==> src/rtl/echo_sched_if.sv <==
// echo_sched_if: sample, tap-config, delay-RAM and wet-output signals of echo_sched.
interface echo_sched_if #(parameter int AW = 9);
    logic                 samp_clk;
    logic signed [15:0]   in_samp;
    logic [4*AW-1:0]      tap_dly;
    logic [11:0]          tap_shift;
    logic [AW-1:0]        mem_addr;
    logic                 mem_we;
    logic [15:0]          mem_wdata;
    logic [15:0]          mem_rdata;
    logic signed [15:0]   out_samp;
    logic                 out_valid;
    logic                 busy;
    logic                 overrun;
    modport master (output samp_clk, in_samp, tap_dly, tap_shift, mem_rdata,
                    input  mem_addr, mem_we, mem_wdata, out_samp, out_valid, busy, overrun);
    modport slave  (input  samp_clk, in_samp, tap_dly, tap_shift, mem_rdata,
                    output mem_addr, mem_we, mem_wdata, out_samp, out_valid, busy, overrun);
endinterface

==> src/rtl/echo_sched.sv <==
// echo_sched: four-tap echo mixer over a single-port delay RAM.
// Define SATURATE_EN to clamp the mix to 16 bits instead of wrapping.
module echo_sched #(
    parameter int DEPTH = 512,
    parameter int AW    = 9
) (
    input  logic        clk,
    input  logic        rst,
    echo_sched_if.slave io_bus
);
    typedef enum logic [2:0] {CLEAR, IDLE, READ, DRAIN, WRITE} state_t;
    state_t             r_state;
    logic [AW-1:0]      r_cnt, r_wr_ptr, r_addr;
    logic [1:0]         r_k;
    logic               r_we, r_valid, r_overrun;
    logic [15:0]        r_wdata;
    logic signed [15:0] r_out;
    logic signed [18:0] r_acc;
    logic [4*AW-1:0]    r_dly;
    logic [11:0]        r_shift;
    logic [1:0]         w_j, w_nk;
    logic [2:0]         w_sh;
    logic signed [18:0] w_rd, w_term, w_acc_nxt;
    logic [15:0]        w_mix;
    logic [AW-1:0]      w_next_addr;
    // read data returned this cycle belongs to the tap addressed one cycle earlier
    assign w_j         = r_k - 2'd1;
    assign w_nk        = r_k + 2'd1;
    assign w_sh        = r_shift[3*w_j +: 3];
    assign w_rd        = {{3{io_bus.mem_rdata[15]}}, io_bus.mem_rdata};
    assign w_term      = (w_sh == 3'd7) ? 19'sd0 : (w_rd >>> w_sh);
    assign w_acc_nxt   = r_acc + w_term;
    assign w_next_addr = r_wr_ptr - r_dly[w_nk*AW +: AW];
`ifdef SATURATE_EN
    assign w_mix = (w_acc_nxt > 19'sd32767) ? 16'h7FFF :
                   (w_acc_nxt < -19'sd32768) ? 16'h8000 : w_acc_nxt[15:0];
`else
    assign w_mix = w_acc_nxt[15:0];
`endif
    always_ff @(posedge clk or negedge rst) begin
        if (!rst) begin
            r_state   <= CLEAR;
            r_cnt     <= '0;
            r_wr_ptr  <= '0;
            r_addr    <= '0;
            r_k       <= '0;
            r_we      <= 1'b0;
            r_valid   <= 1'b0;
            r_overrun <= 1'b0;
            r_wdata   <= '0;
            r_out     <= '0;
            r_acc     <= '0;
            r_dly     <= '0;
            r_shift   <= '0;
        end else begin
            r_valid <= 1'b0;
            if (io_bus.samp_clk && r_state != IDLE) r_overrun <= 1'b1;
            case (r_state)
                CLEAR: begin
                    if (r_we && r_addr == AW'(DEPTH-1)) begin
                        r_state <= IDLE;
                        r_we    <= 1'b0;
                    end else begin
                        r_we   <= 1'b1;
                        r_addr <= r_cnt;
                        r_cnt  <= r_cnt + 1'b1;
                    end
                end
                IDLE: if (io_bus.samp_clk) begin
                    r_dly   <= io_bus.tap_dly;
                    r_shift <= io_bus.tap_shift;
                    r_acc   <= {{3{io_bus.in_samp[15]}}, io_bus.in_samp};
                    r_addr  <= r_wr_ptr - io_bus.tap_dly[AW-1:0];
                    r_k     <= 2'd0;
                    r_state <= READ;
                end
                READ: begin
                    r_addr <= w_next_addr;
                    r_k    <= w_nk;
                    if (r_k != 2'd0) r_acc <= w_acc_nxt;
                    if (r_k == 2'd3) r_state <= DRAIN;
                end
                DRAIN: begin
                    r_acc   <= w_acc_nxt;
                    r_addr  <= r_wr_ptr;
                    r_we    <= 1'b1;
                    r_wdata <= w_mix;
                    r_state <= WRITE;
                end
                WRITE: begin
                    r_we     <= 1'b0;
                    r_out    <= r_wdata;
                    r_valid  <= 1'b1;
                    r_wr_ptr <= r_wr_ptr + 1'b1;
                    r_state  <= IDLE;
                end
                default: r_state <= IDLE;
            endcase
        end
    end
    assign io_bus.mem_addr  = r_addr;
    assign io_bus.mem_we    = r_we;
    assign io_bus.mem_wdata = r_wdata;
    assign io_bus.out_samp  = r_out;
    assign io_bus.out_valid = r_valid;
    assign io_bus.busy      = (r_state != IDLE);
    assign io_bus.overrun   = r_overrun;
endmodule

==> src/flat_wrapper.sv <==
// flat-port wrapper written by rule: the top's interface ports become plain ports
module echo_sched_flat 
#(
    parameter int DEPTH = 512,
    parameter int AW    = 9
)
  (clk, rst, io_bus_samp_clk, io_bus_in_samp, io_bus_tap_dly, io_bus_tap_shift, io_bus_mem_rdata, io_bus_mem_addr, io_bus_mem_we, io_bus_mem_wdata, io_bus_out_samp, io_bus_out_valid, io_bus_busy, io_bus_overrun);
  echo_sched_if #(.AW(AW)) io_bus_i ();
  input  logic clk;
  input  logic rst;
  input wire logic [$bits(io_bus_i.samp_clk)-1:0] io_bus_samp_clk;
  input wire logic [$bits(io_bus_i.in_samp)-1:0] io_bus_in_samp;
  input wire logic [$bits(io_bus_i.tap_dly)-1:0] io_bus_tap_dly;
  input wire logic [$bits(io_bus_i.tap_shift)-1:0] io_bus_tap_shift;
  input wire logic [$bits(io_bus_i.mem_rdata)-1:0] io_bus_mem_rdata;
  output wire logic [$bits(io_bus_i.mem_addr)-1:0] io_bus_mem_addr;
  output wire logic [$bits(io_bus_i.mem_we)-1:0] io_bus_mem_we;
  output wire logic [$bits(io_bus_i.mem_wdata)-1:0] io_bus_mem_wdata;
  output wire logic [$bits(io_bus_i.out_samp)-1:0] io_bus_out_samp;
  output wire logic [$bits(io_bus_i.out_valid)-1:0] io_bus_out_valid;
  output wire logic [$bits(io_bus_i.busy)-1:0] io_bus_busy;
  output wire logic [$bits(io_bus_i.overrun)-1:0] io_bus_overrun;
  assign io_bus_i.samp_clk = io_bus_samp_clk;
  assign io_bus_i.in_samp = io_bus_in_samp;
  assign io_bus_i.tap_dly = io_bus_tap_dly;
  assign io_bus_i.tap_shift = io_bus_tap_shift;
  assign io_bus_i.mem_rdata = io_bus_mem_rdata;
  assign io_bus_mem_addr = io_bus_i.mem_addr;
  assign io_bus_mem_we = io_bus_i.mem_we;
  assign io_bus_mem_wdata = io_bus_i.mem_wdata;
  assign io_bus_out_samp = io_bus_i.out_samp;
  assign io_bus_out_valid = io_bus_i.out_valid;
  assign io_bus_busy = io_bus_i.busy;
  assign io_bus_overrun = io_bus_i.overrun;
  echo_sched #(.DEPTH(DEPTH), .AW(AW)) u_core (.clk(clk), .rst(rst), .io_bus(io_bus_i));
endmodule
==> config.mk <==
export PLATFORM = sky130hd
export DESIGN_NAME = echo_sched_flat
export DESIGN_NICKNAME = d
export VERILOG_FILES = /design/src/rtl/echo_sched_if.sv /design/src/rtl/echo_sched.sv /design/src/flat_wrapper.sv
export SDC_FILE = /design/constraint.sdc
export NUM_CORES = 1
export LEC_CHECK = 0
export CELL_PAD_IN_SITES_DETAIL_PLACEMENT = 0
export CELL_PAD_IN_SITES_GLOBAL_PLACEMENT = 1
export CORE_ASPECT_RATIO = 0.5
export CORE_MARGIN = 1
export CORE_UTILIZATION = 42
export DETAILED_ROUTE_END_ITERATION = 10
export PLACE_DENSITY_LB_ADDON = 0.1
export SYNTH_ARGS = -nofsm -noshare
export SYNTH_HDL_FRONTEND = slang
export SYNTH_SLANG_ARGS = --single-unit
==> constraint.sdc <==
create_clock -name clk -period 5.47 [get_ports clk]
set_input_delay 0.8205 -clock clk [delete_from_list [all_inputs] [get_ports clk]]
set_output_delay 0.8205 -clock clk [all_outputs]
set_load 0.03 [all_outputs]
==> impl_metrics.json <==
{
  "ys_seq_area_frac": 0.439,
  "yosys_register_bits": 131,
  "layout.cells.non_filler": 1067,
  "grt_usage": 0.205,
  "netlist_instances": 703,
  "drc": 1,
  "finalWirelength_mm": 17.9,
  "skew_ns": 0.00974,
  "die_h_um": 96.3,
  "final.setup.tns_ns": 0,
  "r2r-end": "u_core.r_acc[12]",
  "hold_viol": 0,
  "via_per_inst": 5.39,
  "synth_area_leaders": "dfrtp_1 (44%), mux2_2 (11%), ha_1 (4.5%)",
  "r2r_slack_ns": 0.82,
  "area_growth_pct": 27.6,
  "slew_violations": 0,
  "synth-xor-area-share": 0.0423,
  "synth_top_family_by_area": "multiplexers",
  "grt_pass1_vias": 5552,
  "htreeDepth": 4,
  "r2r_cells": 16,
  "rsz0062_at_grt": "false",
  "dpl.hpwl_mm": 13.0,
  "run_status": "finished, violations left",
  "startpoint_type": "flop",
  "setup_violations": 0,
  "start_util": 0.430,
  "insertion_delay_ns": 0.42,
  "yosysTopAreaCell": "dfrtp_1",
  "synth_edf_count": 0,
  "core_area_um2": 17400,
  "rows": 34,
  "endpoint": "u_core.r_acc[12]",
  "max_cap_violations": 0,
  "cp.arrival_ns": 4.94,
  "wl_per_cell_um": 16.8,
  "grt_max_degree": 72,
  "cts.path.max_buffers": 2,
  "hold_ws_ns": 0.390,
  "crit_path_start": "u_core.r_k[0]",
  "syn_avg_cell_area_um2": 10.6,
  "die-area_um2": 18300,
  "vias": 5746,
  "path_max_fanout": 25,
  "yosysTopAreaCellShare": 0.439,
  "grt_pass1_wl_mm": 29.0,
  "min_period_ns": 4.65,
  "grt_antenna_before_repair": 0,
  "synth_fa_ha_area_frac": 0.0506,
  "yosysWarnings": 0,
  "hold_buffers": 0,
  "worst_slew_pin_slew_ns": 1.20,
  "antennaDiodeCount": 0,
  "grt_overflow": 0,
  "synth_compound_area_frac": 0.140,
  "fmax_ghz": 0.215,
  "cts.sinks": 131,
  "postCtsResizedCells": 0,
  "holdCritPathClass": "in -> async",
  "synth_area_um2": 7460,
  "place_inst": 1035,
  "synth-main-ff-cell": "dfrtp_1",
  "cts_buffers": 17,
  "drt_pass1_iterations": 8,
  "endpoint_kind": "flop",
  "postRouteAntennaNets": 0,
  "die_w_um": 191,
  "clk_transition_reported_paths_ns": 0.06,
  "first_iter_violations": 249,
  "ctsRootBufferMaster": "clkbuf_16",
  "violations": "DRC",
  "synthDistinctLibCells": 62,
  "ios": 128,
  "layout-drive-gt1-share": 0.175,
  "synth_nets": 815,
  "final_util": 0.549,
  "r2r_start": "u_core.r_k[0]",
  "synthSimpleGateAreaFrac": 0.109,
  "synthArstFlopShare": 1.00,
  "yosysMostFrequentCell": "dfrtp_1",
  "gp_congestion": 0.802,
  "max-slew-margin-rel": 0.201,
  "synthTopCellsByCount": "dfrtp_1 (131), mux2_2 (75), nand2_1 (69), a21oi_1 (50), o21ai_0 (46)",
  "period_share": 0.851,
  "critPathKind": "reg -> reg",
  "port_buffers": 127,
  "post-cts-setup-buffers": 0,
  "crit_required_ns": 5.76,
  "tritoncts": "done",
  "nets": 932,
  "muxShareOfSynthArea": 0.186
}
-- layout by cell type (no fill, tap or decap), types with 14 or more instances in the layout --
master             n
a21oi_1           50
clkbuf_16         17
clkdlybuf4s50_1  126
dfrtp_1          131
ha_1              27
inv_1             14
mux2_2            75
mux2i_1           27
nand2_1           69
nor2_1            44
o21ai_0           46
xnor2_1           22
xor2_1            14
-- registers in the layout (all words and copies together) (netlist names) --
signal	count
u_core.r_k	2
u_core.r_acc	16
u_core.io_bus.mem_addr	9
u_core.io_bus.out_samp	16
u_core.io_bus.overrun	1
u_core.r_state	3
u_core.r_shift	12
u_core.r_cnt	9
u_core.r_wr_ptr	9
u_core.io_bus.out_valid	1
u_core.io_bus.mem_wdata	16
u_core.r_dly	36
u_core.io_bus.mem_we	1
-- cells by family (layout without fill, tap and decap cells) --
logic type / count (synthesis) / after routing
simple gates: 177 / 177
compound gates: 163 / 163
flops: 131 / 131
mux: 114 / 114
buf+inv: 53 / 183
xor+xnor: 36 / 36
fa+ha+maj: 29 / 29
-- routing by layer --
layer  routed length (um)  part of all wire  global-route usage
met1                 8640              0.48               0.286
met3                  742             0.041              0.0456
met2                 8430              0.47               0.326
met5                    0                 0                   0
met4                   85            0.0048              0.0460
-- area by class of cell --
type                            count  area (um2)
Multi-Input combinational cell    519        3950
Sequential cell                   131        3280
Fill cell                        1563        7840
Tap cell                          234         293
Timing Repair Buffer              134        1330
Clock buffer                       19         443
Inverter                           17        63.8
Clock inverter                     13         174
-- worst max-delay path: stages, from the launching register on --
cell	delay, ns
dfrtp_1	0.50
inv_1	0.08
ha_1	0.34
mux4_2	0.63
mux2i_1	0.32
mux2i_1	0.13
a21oi_1	0.16
a21oi_1	0.06
ha_1	0.24
fa_1	0.42
a211o_1	0.33
a21oi_2	0.17
o21ai_2	0.09
a221o_2	0.42
a31oi_1	0.30
mux2i_1	0.22
nand3_1	0.09
-- how the worst min path moves through the flow --
stage	start	endpoint	slack, ns
global route	rst	u_core.r_cnt[7]	0.46
finish	rst	u_core.r_cnt[7]	0.39
detailed placement	u_core.io_bus.overrun	u_core.io_bus.overrun	0.45
global placement	u_core.io_bus.overrun	u_core.io_bus.overrun	0.44
floorplan	u_core.r_cnt[8]	u_core.r_cnt[8]	0.44
CTS	rst	u_core.io_bus.mem_addr[5]	0.43
-- stage by stage --
step / setup slack, ns / instance area, um2
4_1_cts: 0.834 / 9520
3_3_place_gp: 0.958 / 8900
6_report: 0.816 / 9520
5_1_grt: 0.486 / 9520
2_1_floorplan: 0.758 / 7460
3_5_place_dp: 0.843 / 8900
Power is left out: the tool's default activity adds up to more than one toggle a clock period on the data nets, which glitch-free logic cannot reach.
==> RTL change, RTL diff (same settings) <==
Encoding of `state_t`: now Gray code (3 bits for 5 states).
--- a/src/rtl/echo_sched.sv
+++ b/src/rtl/echo_sched.sv
@@ -8,7 +8,7 @@
     input  logic        rst,
     echo_sched_if.slave io_bus
 );
-    typedef enum logic [2:0] {CLEAR, IDLE, READ, DRAIN, WRITE} state_t;
+    typedef enum logic [2:0] {CLEAR = 3'b000, IDLE = 3'b001, READ = 3'b011, DRAIN = 3'b010, WRITE = 3'b110} state_t;
     state_t             r_state;
     logic [AW-1:0]      r_cnt, r_wr_ptr, r_addr;
     logic [1:0]         r_k;
Check against the original RTL: no difference found for any inputs over 10 cycles, from zero or initial values and one cycle with rst low; not proved beyond that.
==> RTL change against the unedited design <==
Synthesized area fell by 2.4%; setup slack got worse by 0.039 ns; count of clock-buffer cells in the layout did not move; die area fell by 2.4%; final area fell by 3.0%; routed wire length fell by 2.4%; sequential cell count did not move.
Power is left out: it rests on default switching activity, and per cell area and clock period it moved more than threefold.
==> RTL change: results (changes against the unedited design) <==
* Status: finished, final reports clean
* Rel. slew slack at 26.9% (+6.8 points)
* Unique masters post-synth at 56 (-9.7%)
* Seq/Total Area, Yosys at 45.0% (+1.1 points)
* Met2 Use GR at 32.4% (-0.16 points)
* Post-synth net total at 840 (+3.1%)
* DR vias at 5696 (-0.87%)
* Worst-path maximum fanout at 33 (+32%)
* Met3 usage at 5.26% (+0.71 points)
* Final WL at 17500 um (-2.4%)
* Post-synth top cells: nand2_1, dfrtp_1, mux2_2
* Number of fill cells at 1509 (-3.5%)
* Synthesized-area fraction occupied by adder cells at 5.19% (+0.13 points)
* First-pass GRT wire length at 28900 um (-0.41%)
* Post-DP HPWL at 12900 um (-0.65%)
* Max incr delay on CP at 0.70 ns (+0.07 ns)
* DR pass1 iterations at 5 (-3)
* Met1 usage at 28.6% (-0.056 points)
* Post-synthesis xor/xnor area fraction at 4.21% (-0.016 points)
* Critical Path AT at 4.98 ns (+0.04 ns)
* Synth Area in Compound Gates at 11.1% (-2.9 points)
* Vias in the first global route at 5633 (+1.5%)
* Routability cong. at 0.916 (+14%)
* Largest net degree at the start of global routing at 74 (+2.8%)
* Synth top area cells: dfrtp_1, mux2_2, nand2_1, ha_1, mux4_2
RTL change: cell count changes after synthesis, sizes merged, moves of 4 or more:
cell | unedited run | this run
a21o | 10 | 1
nand4 | 11 | 6
nor2b | 5 | 10
clkbuf | 18 | 14
and3 | 11 | 6
and2 | 8 | 1
o221ai | 1 | 7
buf | 18 | 22
nor2 | 45 | 49
mux2 | 75 | 53
nand2 | 69 | 141
o21a | 6 | 2
a21oi | 51 | 47
RTL change: worst paths after layout:
kind | cells past startpoint | slack [ns] | to | from
setup / recovery | 17 | 0.78 | u_core.r_acc[10]$_DFFE_PN0P_ | u_core.r_k[1]$_DFFE_PN0P_
hold / removal | 1 | 0.40 | u_core.io_bus.out_samp[8]$_DFFE_PN0P_ | rst
setup reg to reg | 17 | 0.78 | u_core.r_acc[10]$_DFFE_PN0P_ | u_core.r_k[1]$_DFFE_PN0P_
hold reg to reg | 1 | 0.45 | u_core.io_bus.overrun$_DFFE_PN0P_ | u_core.io_bus.overrun$_DFFE_PN0P_
max in group asynchronous | 2 | 3.82 | u_core.io_bus.mem_wdata[6]$_DFFE_PN0P_ | rst
min in group clk | 1 | 0.45 | u_core.io_bus.overrun$_DFFE_PN0P_ | u_core.io_bus.overrun$_DFFE_PN0P_
RTL change: metal layers:
layer  share of wire, %  wire, um  vias to the layer above
met3                4.2       728                       16
met5                  0         0                        -
met1                 48      8430                     2779
met4               0.99       173                        0
li1                   -         -                     2794
met2                 47      8130                      107
RTL change: critical path, delay by kind of cell (launching register included):
| kind | cells | cell delay, ns |
|---|---|---|
| AO/OA/AOI/OAI | 8 | 1.52 |
| multiplexers | 3 | 1.14 |
| adder cells (fa/ha/maj) | 3 | 1.02 |
| flip-flops | 1 | 0.36 |
| buffers and inverters | 2 | 0.29 |
| XOR/XNOR | 1 | 0.20 |
RTL change: per-stage QoR:
stage | cell area [sq um] | setup slack [ns] | instances | hold WS (ns) | util (%)
6_report | 9240 | 0.777 | 1083 | 0.405 | 55.5
4_1_cts | 9240 | 0.755 | 1083 | 0.437 | 55.5
2_1_floorplan | 7280 | 1.36 | 728 | 0.446 | -
3_3_place_gp | 8690 | 0.958 | 1051 | 0.440 | 52.2
3_5_place_dp | 8690 | 0.803 | 1051 | 0.443 | 52.2
5_1_grt | 9240 | 0.335 | 1083 | 0.453 | 55.5
RTL change: final cells by class:
type | instances | area (sq um) | share of cell area, %
clock inverters | 13 | 103 | 1.11
well taps | 227 | 284 | 3.08
flip-flops and latches | 131 | 3280 | 35.5
multi-input cells | 545 | 3750 | 40.7
repair buffers | 132 | 1310 | 14.2
inverters | 16 | 62.6 | 0.677
clock buffers | 19 | 443 | 4.80
